[src/rtl/bus_resp_pkg.sv]
// ---------------------------------------------------------------------------
// bus_resp_pkg
//   Shared definitions for the shared-bus slave responder and its controller:
//   response codes, read/write encoding, responder state encoding and the
//   width of the wait-state counter.
// ---------------------------------------------------------------------------
package bus_resp_pkg;

    typedef enum logic [1:0] {
        RESP_OKAY  = 2'b00,
        RESP_ERROR = 2'b01,
        RESP_RETRY = 2'b10,
        RESP_SPLIT = 2'b11
    } resp_e;

    localparam logic RW_WRITE = 1'b1;
    localparam logic RW_READ  = 1'b0;

    localparam int WAIT_CNT_W = 4;

    typedef enum logic [2:0] {
        ST_IDLE,
        ST_WAIT,
        ST_DONE,
        ST_ERR1,
        ST_ERR2,
        ST_RTY1,
        ST_RTY2
    } rsp_state_e;

    // ready is low only in the first cycle of a response and while waiting.
    function automatic logic state_ready(rsp_state_e st);
        return !(st == ST_WAIT || st == ST_ERR1 || st == ST_RTY1);
    endfunction

endpackage

[src/rtl/slave_wait_counter.sv]
// ---------------------------------------------------------------------------
// slave_wait_counter
//   Loadable down-counter that paces wait states of a legal access.
//   Ports:
//     clk, rst   clock, synchronous active-high reset (clears to 0)
//     load       load the counter with value (wins over dec)
//     value      load value
//     dec        decrement by one; saturates at 0
//     zero       counter currently equals 0
// ---------------------------------------------------------------------------
module slave_wait_counter
    import bus_resp_pkg::*;
(
    input  logic                  clk,
    input  logic                  rst,
    input  logic                  load,
    input  logic [WAIT_CNT_W-1:0] value,
    input  logic                  dec,
    output logic                  zero
);

    logic [WAIT_CNT_W-1:0] cnt_q, cnt_d;

    always_comb begin
        cnt_d = cnt_q;
        if (load) begin
            cnt_d = value;
        end else if (dec && cnt_q != '0) begin
            cnt_d = cnt_q - 1'b1;
        end
    end

    always_ff @(posedge clk) begin
        if (rst) begin
            cnt_q <= '0;
        end else begin
            cnt_q <= cnt_d;
        end
    end

    assign zero = (cnt_q == '0);

endmodule

[src/rtl/bus_slave_responder.sv]
// ---------------------------------------------------------------------------
// bus_slave_responder
//   Slave-side responder for the two-master shared bus. Decodes selected
//   accesses to a local word memory, inserts WAIT_CYCLES wait states and
//   produces two-cycle ERROR (out of range) or RETRY/SPLIT (hold) responses.
//   Optional feature: define SLAVE_SPLIT_EN to answer held accesses with
//   SPLIT and pulse split once the slave becomes available again; without it
//   held accesses get RETRY and split is tied low.
//   Ports:
//     clk, rst      clock, synchronous active-high reset
//     sel           access request, sampled in IDLE/DONE only
//     read_write    1 = write, 0 = read (sampled with sel)
//     addr, wdata   word address and write data (sampled with sel)
//     hold          slave temporarily unavailable
//     rdata         read data, valid in the DONE cycle of a read
//     ready         transfer complete / slave idle
//     response      OKAY / ERROR / RETRY / SPLIT
//     split         one-cycle pulse: split transfer may be re-arbitrated
// ---------------------------------------------------------------------------
module bus_slave_responder
    import bus_resp_pkg::*;
#(
    parameter int AW          = 8,
    parameter int DW          = 32,
    parameter int DEPTH       = 64,
    parameter int WAIT_CYCLES = 2
) (
    input  logic          clk,
    input  logic          rst,
    input  logic          sel,
    input  logic          read_write,
    input  logic [AW-1:0] addr,
    input  logic [DW-1:0] wdata,
    input  logic          hold,
    output logic [DW-1:0] rdata,
    output logic          ready,
    output logic [1:0]    response,
    output logic          split
);

    localparam int IDX_W = (DEPTH > 1) ? $clog2(DEPTH) : 1;
    localparam logic [AW:0] DEPTH_C = (AW + 1)'(DEPTH);
    localparam logic [WAIT_CNT_W-1:0] WAIT_LOAD = WAIT_CNT_W'(WAIT_CYCLES - 1);
`ifdef SLAVE_SPLIT_EN
    localparam resp_e RTY_RESP = RESP_SPLIT;
`else
    localparam resp_e RTY_RESP = RESP_RETRY;
`endif

    logic [DW-1:0] mem_q [DEPTH];

    rsp_state_e    state_q, state_d;
    logic [IDX_W-1:0] idx_q, idx_d;
    logic          rw_q, rw_d;
    logic [DW-1:0] wdata_q, wdata_d;
    logic [DW-1:0] rdata_q, rdata_d;
    logic          ready_q, ready_d;
    logic [1:0]    response_q, response_d;

    logic             in_range;
    logic             cnt_load, cnt_dec, cnt_zero;
    logic             commit;
    logic [IDX_W-1:0] c_idx;
    logic             c_rw;
    logic [DW-1:0]    c_wdata;
    logic             mem_we;

    assign in_range = ({1'b0, addr} < DEPTH_C);

    slave_wait_counter u_wait_cnt (
        .clk   (clk),
        .rst   (rst),
        .load  (cnt_load),
        .value (WAIT_LOAD),
        .dec   (cnt_dec),
        .zero  (cnt_zero)
    );

    always_comb begin
        state_d  = state_q;
        idx_d    = idx_q;
        rw_d     = rw_q;
        wdata_d  = wdata_q;
        rdata_d  = rdata_q;
        cnt_load = 1'b0;
        cnt_dec  = 1'b0;
        commit   = 1'b0;
        // Commit uses the captured access unless it completes straight from
        // the sample cycle (zero wait states), where the live inputs apply.
        c_idx    = idx_q;
        c_rw     = rw_q;
        c_wdata  = wdata_q;

        case (state_q)
            ST_IDLE, ST_DONE: begin
                if (sel) begin
                    idx_d   = addr[IDX_W-1:0];
                    rw_d    = read_write;
                    wdata_d = wdata;
                    if (!in_range) begin
                        state_d = ST_ERR1;
                    end else if (hold) begin
                        state_d = ST_RTY1;
                    end else if (WAIT_CYCLES == 0) begin
                        state_d = ST_DONE;
                        commit  = 1'b1;
                        c_idx   = addr[IDX_W-1:0];
                        c_rw    = read_write;
                        c_wdata = wdata;
                    end else begin
                        state_d  = ST_WAIT;
                        cnt_load = 1'b1;
                    end
                end else begin
                    state_d = ST_IDLE;
                end
            end
            ST_WAIT: begin
                if (cnt_zero) begin
                    state_d = ST_DONE;
                    commit  = 1'b1;
                end else begin
                    cnt_dec = 1'b1;
                end
            end
            ST_ERR1: state_d = ST_ERR2;
            ST_ERR2: state_d = ST_IDLE;
            ST_RTY1: state_d = ST_RTY2;
            ST_RTY2: state_d = ST_IDLE;
            default: state_d = ST_IDLE;
        endcase

        // Read data is captured on the edge entering DONE; writes leave it.
        if (commit && c_rw == RW_READ) begin
            rdata_d = mem_q[c_idx];
        end

        ready_d = state_ready(state_d);
        case (state_d)
            ST_ERR1, ST_ERR2: response_d = RESP_ERROR;
            ST_RTY1, ST_RTY2: response_d = RTY_RESP;
            default:          response_d = RESP_OKAY;
        endcase
    end

    // A reset edge that coincides with a commit discards the access.
    assign mem_we = commit && (c_rw == RW_WRITE) && !rst;

    always_ff @(posedge clk) begin
        if (mem_we) begin
            mem_q[c_idx] <= c_wdata;
        end
    end

`ifdef SLAVE_SPLIT_EN
    logic split_q, split_d;
    logic split_pend_q, split_pend_d;

    // Pulse once when the slave frees up. A SPLIT finishing while a pulse is
    // already pending folds into that same pulse.
    always_comb begin
        split_d      = split_pend_q && !hold;
        split_pend_d = split_pend_q && hold;
        if (state_q == ST_RTY2 && !split_pend_q) begin
            split_pend_d = 1'b1;
        end
    end

    assign split = split_q;
`else
    assign split = 1'b0;
`endif

    always_ff @(posedge clk) begin
        if (rst) begin
            state_q      <= ST_IDLE;
            idx_q        <= '0;
            rw_q         <= RW_READ;
            wdata_q      <= '0;
            rdata_q      <= '0;
            ready_q      <= 1'b1;
            response_q   <= RESP_OKAY;
`ifdef SLAVE_SPLIT_EN
            split_q      <= 1'b0;
            split_pend_q <= 1'b0;
`endif
        end else begin
            state_q      <= state_d;
            idx_q        <= idx_d;
            rw_q         <= rw_d;
            wdata_q      <= wdata_d;
            rdata_q      <= rdata_d;
            ready_q      <= ready_d;
            response_q   <= response_d;
`ifdef SLAVE_SPLIT_EN
            split_q      <= split_d;
            split_pend_q <= split_pend_d;
`endif
        end
    end

    assign rdata    = rdata_q;
    assign ready    = ready_q;
    assign response = response_q;

endmodule

[config.mk]
export PLATFORM = sky130hd
export DESIGN_NAME = bus_slave_responder
export DESIGN_NICKNAME = d
export VERILOG_FILES = /design/src/rtl/bus_resp_pkg.sv /design/src/rtl/slave_wait_counter.sv /design/src/rtl/bus_slave_responder.sv
export SDC_FILE = /design/constraint.sdc
export NUM_CORES = 2
export LEC_CHECK = 0
export CAP_MARGIN = 25
export CORE_UTILIZATION = 25
export DETAILED_ROUTE_END_ITERATION = 16
export PLACE_DENSITY = 0.45
export SLEW_MARGIN = 20
export SYNTH_ARGS = -nofsm -noshare
export SYNTH_HDL_FRONTEND = slang
export SYNTH_HIERARCHICAL = 1
export SYNTH_SLANG_ARGS = --single-unit
[constraint.sdc]
create_clock -name clk -period 4.45 [get_ports clk]
set_input_delay 0.89 -clock clk [delete_from_list [all_inputs] [get_ports clk]]
set_output_delay 0.89 -clock clk [all_outputs]
set_load 0.02 [all_outputs]
== Word-level counts from Yosys, hierarchy flattened ==
Memories as Yosys holds them, arrays and structs flattened. A register that Yosys moved wholly into a read port is not among the register bits.
Index checks and enable logic that the tools add are counted.
Storage, ports and cells
  flip-flop bits (word level): 49
  memory bits (writable): 2048
  output and inout port bits: 36
  word-level logic and storage cells: 56
  memories kept: 1
Cells by class
  add/subtract/negate cells: 1
  magnitude comparators: 1
  eq/ne operators: 9
  muxes and demuxes: 18
  bitwise operators: 1
  reduce and logical (&&, ||, !) cells: 17
Memories
  mem_q: depth 64, bits a word 32, read ports 1, clocked after Yosys merged registers in 1, wr ports 1, line bus_slave_responder.sv:50  | logic [DW-1:0] mem_q [DEPTH];
Operators with widths (count)
  $eq 3x3->1 const B: 4
  $mux 1: 12
  $mux 3: 4
  $pmux 3 s4: 1
  $eq 3x2->1 const B: 3
  $lt 8x7->1 const B: 1
  $reduce_or 2->1: 4
  $eq 3x1->1 const B: 2
  $logic_and 1x1->1: 4
  $logic_not 4->1: 1
  $pmux 2 s2: 1
  $reduce_bool 4->1: 1
  $sub 4x1->4 const B: 1
  $logic_not 3->1: 1
  $logic_not 1->1: 2
  $logic_or 1x1->1: 2
  $reduce_and 2->1: 1
  $reduce_bool 2->1: 1
  $not 1->1: 1

== Depth between registers and ports, before layout ==
  depth in word-level cells: 8
  mapped depth: 11
  gate-level depth less buffers: 9

== Cells and area by module ==
Netlist, hierarchy kept.
By module, submodules not included
  bus_slave_responder: times used 1, cells each 4395, area an instance 81091.5 um^2
  slave_wait_counter: times used 1, cells each 29, area an instance 262.8 um^2

== Worst setup path before layout ==
No wires, ideal clock.
  path type: reg-to-reg
  start point: reg u_wait_cnt.cnt_q[1]
  end point: mem mem_q[13][0] (enable)
  library setup time: 0.421 ns
  data arrival time: 3.140 ns
  required time: 4.029 ns
  setup slack: 0.889 ns
  stages on the path, launching flop included: 9
  buffers on the path: 0
  cells stage by stage: dfxtp_1 -> inv_1 -> ha_1 -> or3b_4 -> inv_1 -> and4_1 -> and2_0 -> nand2_1 -> nor2_1
On the way
  word-level cells in the longest chain between the ends: 7
Ends and longest elaborated chain
  start: declaration: line slave_wait_counter.sv:22  | logic [WAIT_CNT_W-1:0] cnt_q, cnt_d;
  start signal: assignment: line slave_wait_counter.sv:37  | cnt_q <= cnt_d;
  $logic_not 4->1: line slave_wait_counter.sv:41  | assign zero = (cnt_q == '0);
  named net cnt_zero: line bus_slave_responder.sv:61  | logic cnt_load, cnt_dec, cnt_zero;
  $mux 1: line bus_slave_responder.sv:119  | if (cnt_zero) begin
  $mux 1: line bus_slave_responder.sv:94  | case (state_q)
  $logic_and 1x1->1 (2 in series): line bus_slave_responder.sv:147  | assign mem_we = commit && (c_rw == RW_WRITE) && !rst;
  $mux 1: line bus_slave_responder.sv:150  | if (mem_we) begin
  $mux 1 (not written as such): line bus_slave_responder.sv:151  | mem_q[c_idx] <= c_wdata;
  end: declaration: line bus_slave_responder.sv:50
The timed path passes the listed nets, and every way through them passes these cells.

==> flow_summary.json <==
{
  "status": "completed",
  "ys_seq_area_share_pct": 77.6,
  "hold_class": "flip-flop to flip-flop",
  "max-clock-path-buffers": 3,
  "hold_end": "c_wdata[24]$_SDFFE_PP0P_",
  "dp_hpwl_um": 160000,
  "cts_hold_buf": 0,
  "die_h_um": 572,
  "tns_ns": 0,
  "overflow": 0,
  "syn_inst": 4424,
  "start_util_pct": 25.1,
  "cts_max_level": 4,
  "grt_first_pass_wirelength_um": 371000,
  "numCtsBuffers": 224,
  "p_comb_share_pct": 6.5,
  "path_clk_slew_ns": 0.06,
  "gp_congestion": 0.789,
  "start_kind": "flip-flop",
  "cts.sinks": 2129,
  "power_uw": 43600,
  "p_int_uw": 33400,
  "pwr-share-clk_pct": 41.9,
  "worstSetupPathType": "flip-flop to flip-flop",
  "ys.flop_type": "edfxtp_1",
  "nNetsFinal": 4740,
  "ant_nets": 0,
  "worstPathArrival_ns": 4.65,
  "r2r_start": "c_idx[2]$_SDFFE_PP0P_",
  "power_density_nw_per_um2": 452,
  "power.switching_uw": 10200,
  "num_rows": 209,
  "cp.required_ns": 5.12,
  "routed_wirelength_um": 269000,
  "grt_antenna_before_repair": 14,
  "critical_path.max_fanout": 23,
  "fmax_mhz": 251,
  "slew_viol_final": 0,
  "area_delta_synth_final_pct": 18.7,
  "vias": 44900,
  "ys_warn_count": 6,
  "dr.pass1.iters": 6,
  "drive_gt1_share_pct": 18.0,
  "synth-seq-cells": 2129,
  "tightest_slew_ns": 1.26,
  "maxCapViolCount": 0,
  "drc": 0,
  "core_sq_um": 324000,
  "wire_per_inst_um": 29.2,
  "async_flop_share_pct": 0,
  "die_area_sq_um": 328000,
  "grt_use_total_pct": 16.2,
  "hold_ws_ns": 0.454,
  "clk_latency_ns": 0.88,
  "vdd.ir_drop.worst_mv": 0.339,
  "p_seq_share_pct": 51.6,
  "synth_edf_count": 2048,
  "crit_path_end_kind": "flip-flop",
  "hold_violations": 0,
  "io_buffers": 79,
  "finalCritPeriodShare_pct": 89.5,
  "r2r_slack_ns": 0.47,
  "cts_tree": "built",
  "r2r-end": "rdata[0]$_SDFFE_PP0P_",
  "fin_crit_ns": 3.98,
  "die_w_um": 572,
  "holdPathStages": 2,
  "grt_setup_unrepaired": "no",
  "min-delay-start": "c_wdata[24]$_SDFFE_PP0P_",
  "utilization_pct": 29.8,
  "worst-r2r-cell-count": 7,
  "leakage_uw": 0.0302,
  "netlist_area_sq_um": 81400,
  "setup_viol": 0,
  "ios": 81,
  "grt_pass1_vias": 44100,
  "synth_area_per_cell_sq_um": 18.4,
  "vias_per_cell": 4.87,
  "drtIter0Drc": 4770,
  "fillers": 31700,
  "p_sw_share_pct": 23.5,
  "cts-resized-gates": 0,
  "finalClockSkew_ns": 0.0413,
  "synth_cell_type_count": 77,
  "grt_max_degree": 83,
  "crit_path_start": "c_idx[2]$_SDFFE_PP0P_",
  "maxSlewHeadroom_pct": 16.1,
  "post-cts-setup-buffer-count": 0,
  "cts-root-buf": "clkbuf_16"
}
worst max-delay path, cell delays in order, from the launching register on:
cell,delay [ns]
dfxtp_4,0.62
buf_12,0.26
nor2b_4,0.82
buf_4,0.42
a22oi_1,0.14
a31oi_1,0.67
and4_1,0.63
a311oi_1,0.17
cell families after synthesis:
kind of cell	after synthesis	share of synthesized area [%]
buffers and inverters	311	2.08
adder cells (fa/ha/maj)	1	0.0154
other	2	0.00923
AO/OA/AOI/OAI	887	8.00
multiplexers	599	9.66
AND/OR/NAND/NOR	495	2.65
flip-flops	2129	77.6
through the flow:
stage | cells | setup WS, ns | instance area (sq um)
2_1_floorplan | 4427 | 0.889 | 81400
3_3_place_gp | 8789 | 0.585 | 89400
3_5_place_dp | 8790 | 0.578 | 89400
4_1_cts | 9211 | 0.533 | 96500
5_1_grt | 9215 | 0.464 | 96500
6_report | 9222 | 0.468 | 96500
layout make-up:
cell class	instances	area [sq um]	area share, %
clock inverter	133	1170	1.21
timing repair buffer	344	3630	3.76
inverter	8	35.0	0.0363
sequential	2129	63200	65.5
clock buffer	288	5950	6.16
antenna	8	20.0	0.0207
multi-input combinational	1987	17100	17.7
tap	4325	5410	5.61
cells in the mapped netlist (all sizes together) (81+ instances only):
cell    number  area, sq um
a22oi      140         1050
mux4       141         3210
mux2i      406         4060
a21oi       98          490
edfxtp    2048        61500
o21ai      112          561
nand2      140          528
clkbuf      91          342
o22ai      100          626
nor2       240          903
dfxtp       81         1620
buf        212         1320
a221oi     293         2570
placed cells by master (no fill, tap or decap), types with 106 or more instances in the layout:
master / count
a221oi_1: 293
a22oi_1: 140
buf_4: 196
clkbuf_16: 226
edfxtp_1: 2048
mux2i_1: 406
mux4_2: 132
nand2_1: 136
nor2_1: 175
o21ai_0: 106
power groups by stage:
stage	clock network, uW	registers, uW	logic (uW)
after floorplan	0	22800	1450
after global placement	0	22900	2810
after detailed placement	0	22900	2830
after CTS	18600	22500	2830
after global routing	19300	22500	2970
final	18300	22500	2840
flip-flops by register name, summed over array words and instances (netlist names):
register,cells
state_q,3
c_rw,1
rdata,32
u_wait_cnt/cnt_q,4
response,2
c_idx,6
mem_q,2048
c_wdata,32
ready,1
routing by layer:
layer | share of wire (%) | wire [um] | vias to the layer above | track usage, %
li1 | - | - | 18800 | -
met1 | 46 | 123000 | 24200 | 23.4
met2 | 46 | 125000 | 1588 | 25.6
met3 | 6.4 | 17300 | 261 | 2.63
met4 | 1.7 | 4710 | 0 | 3.26
met5 | 0 | 0 | - | 0
worst max-delay path by stage:
| stage | endpoint | slack, ns | cells past startpoint |
|---|---|---|---|
| floorplan | mem_q[13][0]$_DFFE_PP_ | 0.89 | 8 |
| global placement | rdata[12]$_SDFFE_PP0P_ | 0.58 | 7 |
| detailed placement | rdata[12]$_SDFFE_PP0P_ | 0.58 | 7 |
| CTS | rdata[12]$_SDFFE_PP0P_ | 0.53 | 7 |
| global route | rdata[0]$_SDFFE_PP0P_ | 0.46 | 7 |
| finish | rdata[0]$_SDFFE_PP0P_ | 0.47 | 7 |
Note: power is estimated with default switching activity, not from simulation.
